$ cat src/rtl/salamander_pkg.sv
// Shared widths and the fetch sequencer state encoding for the salamander core front end.
package salamander_pkg;

    localparam int INSTR_W_DEF = 6;
    localparam int PC_W_DEF    = 4;

    typedef enum logic [1:0] {
        IDLE  = 2'd0,
        FETCH = 2'd1,
        RUN   = 2'd2,
        DONE  = 2'd3
    } fetch_state_t;

endpackage

$ cat src/rtl/instr_mem.sv
// Program store: one synchronous write port, one registered read port.
// Latency 1 cycle on read; the read register holds its value when rd_en is low.
module instr_mem #(
    parameter int INSTR_W = 6,
    parameter int PC_W    = 4
) (
    input  logic               clk,
    input  logic               rstn,
    input  logic               we,
    input  logic [PC_W-1:0]    wr_addr,
    input  logic [INSTR_W-1:0] wr_data,
    input  logic               rd_en,
    input  logic [PC_W-1:0]    rd_addr,
    output logic [INSTR_W-1:0] rd_data
);

    logic [INSTR_W-1:0] mem [2**PC_W];

    // Storage is deliberately not reset so a program survives an aborted run.
    always_ff @(posedge clk) begin
        if (we)
            mem[wr_addr] <= wr_data;
    end

    always_ff @(posedge clk or negedge rstn) begin
        if (!rstn)
            rd_data <= '0;
        else if (rd_en)
            rd_data <= mem[rd_addr];
    end

endmodule

$ cat src/rtl/instr_fetch.sv
// Instruction fetch sequencer: streams mem[0..end_addr] to the decoder, one per cycle.
// First ID_CE two cycles after start; stall/halt gate ID_CE in the same cycle. INSTR_FETCH_LOOP_EN wraps instead of ending.
module instr_fetch
    import salamander_pkg::*;
#(
    parameter int INSTR_W = INSTR_W_DEF,
    parameter int PC_W    = PC_W_DEF
) (
    input  logic               clk,
    input  logic               rstn,
    input  logic               start,
    input  logic               halt,
    input  logic               stall,
    input  logic [PC_W-1:0]    end_addr,
    input  logic               load_en,
    input  logic [PC_W-1:0]    load_addr,
    input  logic [INSTR_W-1:0] load_data,
    output logic [INSTR_W-1:0] INSTR,
    output logic               ID_CE,
    output logic [PC_W-1:0]    PC,
    output logic               busy,
    output logic               done
);

    fetch_state_t    state;
    logic [PC_W-1:0] pc_q;
    logic [PC_W-1:0] end_q;
    logic [PC_W-1:0] pc_nxt;
    logic            rd_en;
    logic            issue;
    logic            at_end;

    assign issue  = (state == RUN) && !stall && !halt;
    assign at_end = (pc_q == end_q);

    // The memory is addressed with the next PC so the registered read lands
    // on INSTR in the same edge that PC advances.
    always_comb begin
        pc_nxt = pc_q;
        rd_en  = 1'b0;
        if (state == FETCH && !halt) begin
            rd_en = 1'b1;
        end else if (issue) begin
            if (!at_end) begin
                pc_nxt = pc_q + 1'b1;
                rd_en  = 1'b1;
            end
`ifdef INSTR_FETCH_LOOP_EN
            else begin
                pc_nxt = '0;
                rd_en  = 1'b1;
            end
`endif
        end
    end

    always_ff @(posedge clk or negedge rstn) begin
        if (!rstn) begin
            state <= IDLE;
            pc_q  <= '0;
            end_q <= '0;
        end else begin
            case (state)
                IDLE: begin
                    if (start && !halt) begin
                        state <= FETCH;
                        pc_q  <= '0;
                        end_q <= end_addr;
                    end
                end
                FETCH: state <= halt ? IDLE : RUN;
                RUN: begin
                    if (halt) begin
                        state <= IDLE;
                    end else if (!stall) begin
                        pc_q <= pc_nxt;
`ifndef INSTR_FETCH_LOOP_EN
                        if (at_end)
                            state <= DONE;
`endif
                    end
                end
                DONE:    state <= IDLE;
                default: state <= IDLE;
            endcase
        end
    end

    instr_mem #(
        .INSTR_W (INSTR_W),
        .PC_W    (PC_W)
    ) u_mem (
        .clk     (clk),
        .rstn    (rstn),
        .we      (load_en && (state == IDLE)),
        .wr_addr (load_addr),
        .wr_data (load_data),
        .rd_en   (rd_en),
        .rd_addr (pc_nxt),
        .rd_data (INSTR)
    );

    assign ID_CE = issue;
    assign PC    = pc_q;
    assign busy  = (state != IDLE);
    assign done  = (state == DONE);

endmodule

$ cat config.mk
export PLATFORM = sky130hd
export DESIGN_NAME = instr_fetch
export DESIGN_NICKNAME = d
export VERILOG_FILES = /design/src/rtl/salamander_pkg.sv /design/src/rtl/instr_mem.sv /design/src/rtl/instr_fetch.sv
export SDC_FILE = /design/constraint.sdc
export NUM_CORES = 1
export LEC_CHECK = 0
export CORE_MARGIN = 10
export CORE_UTILIZATION = 60
export DETAILED_ROUTE_END_ITERATION = 16
export PLACE_DENSITY = 0.8
export SLEW_MARGIN = 20
export SYNTH_ARGS = -nofsm -noshare
export SYNTH_HDL_FRONTEND = slang
export SYNTH_SLANG_ARGS = --single-unit
$ cat constraint.sdc
create_clock -name clk -period 2.9 [get_ports clk]
set_input_delay 0.29 -clock clk [delete_from_list [all_inputs] [get_ports clk]]
set_output_delay 0.29 -clock clk [all_outputs]
set_load 0.01 [all_outputs]
==> results.cfg <==
[cts]
cts.sinks = 112
root_buffer = clkbuf_8
clkLatencyLatePin_ps = 370
clk_path_buf_depth = 2
cts_resized = 0
cts_buffers = 9
cts_tree = yes
htreeDepth = 3
cts_setup_buffers = 0
clkTransAtPathRegs_ps = 110
hold_buffers = 0

[sta]
tns_ps = 0
slew_violations = 0
tightestPinTransition_ps = 743.9
max_freq_ghz = 0.3786
setup_viol = 0
max_slew_margin_pct = 50.25
grt_setup_unrepaired = false
period_needed_ps = 2641
post-route-period-util_pct = 91.08
hold_viol = 0
setup_slack_ps = 258.7
fin_worst_skew_ps = 13.69

[worst_setup_path]
cp_data_arrival_time_ps = 2920
worst_setup_path_start_kind = register
end_kind = register
r2r-start = PC[3]
cp_max_fo = 10
worstPathRequired_ps = 3180
crit_start = PC[3]
crit_type = register to register

[die]
start_util_pct = 61.18
ios = 33
die_x_um = 116.6
dieArea_um2 = 13600
design.core.area_um2 = 9153
rows = 35
die_h_um = 116.6

[finish]
final_cell_count_no_fill = 527
diodes = 0
syn_to_final_growth_pct = 12.13
drive_gt1_share_pct = 20.91
layout_commonest_cell = edfxtp_1
final_cell_mix = edfxtp_1 (96), mux2i_1 (39), clkdlybuf4s50_1 (32)
finalNetCount = 432

[grt]
grt_max_degree = 42
grt_pass1_vias = 3521
grt_pass1_wl_um = 19060
grtUsageTotal_pct = 18.63
antenna_found_initial = 0
overflow = 0

[placed_design]
dp_hpwl_um = 8540
gp_congestion = 0.8384
numPortBuffers = 32
place_inst = 511
post-place-ws_ps = 191.5

[run_status]
status = completed

[synthesis]
async_flop_share_pct = 14.29
synthCells = 373
synth-seq-cells = 112
yosys.cell_types.count = 45
ys.flop_type = edfxtp_1
syn_area_um2 = 5599
synth-edff-count = 96
ys_warn_count = 0
synth_nets = 394
yosysSeqAreaShare_pct = 58.64
avgSynthCellArea_um2 = 15.01

[hold_path]
hold_class = primary input to async pin

[pwr]
power_density_nw_per_um2 = 576.8
leakage_uw = 0.002080
power_uw = 3621
peakVddDrop_mv = 0.3447

[detailed_routing]
drt-pass1-iter-count = 5
vias_per_cell = 6.624
drc = 0
drtAntennaViolNets = 0
drt_iter0_drc = 281
wire_per_inst_um = 23.00
vias = 3491
drt_wl_total_um = 12120

[job]
drv_cap = 0
==> final timing paths <==
path	end	slack [ps]	cells past startpoint
worst max-delay path	u_mem.rd_data[2]	260	7
worst min-delay path	state[1]	350	1
worst max register to register	u_mem.rd_data[2]	260	7
worst min register to register	end_q[1]	540	1
max in group asynchronous	PC[0]	2040	1
min in group clk	end_q[2]	520	2
==> kinds of logic after synthesis <==
family | Yosys count | synth area share (%)
flip-flops | 112 | 58.64
multiplexers | 83 | 21.65
AND/OR/NAND/NOR | 77 | 7.598
AO/OA/AOI/OAI | 61 | 7.866
buffers and inverters | 33 | 3.084
XOR/XNOR | 6 | 0.9385
adder cells (fa/ha/maj) | 1 | 0.2234
==> flip-flops by register name, summed over array words and instances (netlist names) <==
register       cells
u_mem.mem         96
state              2
PC                 4
u_mem.rd_data      6
end_q              4
==> synthesized netlist by cell type (all sizes together), types with 2 or more instances <==
master | count | share of area (%)
nor2 | 21 | 1.4
or3 | 3 | 0.42
o21ai | 9 | 0.80
o211ai | 2 | 0.36
nand3 | 3 | 0.27
xor2 | 4 | 0.63
a21oi | 9 | 0.80
inv | 10 | 0.67
mux4 | 29 | 12
nand2 | 12 | 0.80
o21a | 3 | 0.40
nor2b | 13 | 1.5
nor3 | 9 | 1.0
buf | 16 | 1.9
dfrtp | 16 | 7.2
clkbuf | 7 | 0.49
a211oi | 24 | 3.2
edfxtp | 96 | 51
nor4 | 2 | 0.22
o22ai | 9 | 1.1
mux2i | 39 | 7.0
nand2b | 7 | 0.78
mux2 | 15 | 3.0
xnor2 | 2 | 0.31
==> metal layers <==
layer | vias to the layer above | GRT usage [%] | wire length [um]
met4 | 0 | 6.013 | 217
met5 | - | 0 | 0
met2 | 151 | 30.54 | 5999
met1 | 1767 | 24.38 | 4998
met3 | 21 | 3.852 | 905
li1 | 1552 | - | -
==> power breakdown <==
| part | internal (uW) | switching [uW] |
|---|---|---|
| sequential | 1820 | 56.7 |
| combinational | 392 | 404 |
| clock | 414 | 531 |
| total | 2630 | 992 |
==> critical path, stage by stage, from the launching register on <==
cell and delay [ps]:
dfrtp_1 500, xor2_1 220, o41ai_4 450, buf_4 280
nor3_4 60, nor2_1 400, mux2_2 390, a211oi_1 240
==> final cells by class <==
cell class                 count  area, um^2
sequential                   112        3286
clock buffer                  10       127.6
fill                         608        2874
timing repair buffer          50       467.9
clock inverter                 6       75.07
multi-input combinational    228        2146
inverter                      10       37.54
tap                          111       138.9
==> stage by stage <==
| stage | hold WS, ps | utilization, % | instance area (um^2) |
|---|---|---|---|
| final | 348.7 | 68.60 | 6279 |
| after global routing | 393.8 | 68.60 | 6279 |
| after CTS | 370.3 | 68.60 | 6279 |
| after detailed placement | 516.6 | 66.38 | 6076 |
| after global placement | 515.2 | 66.38 | 6076 |
| after floorplan | -5.591 | - | 5599 |
Note: power is estimated with default switching activity, not from simulation.
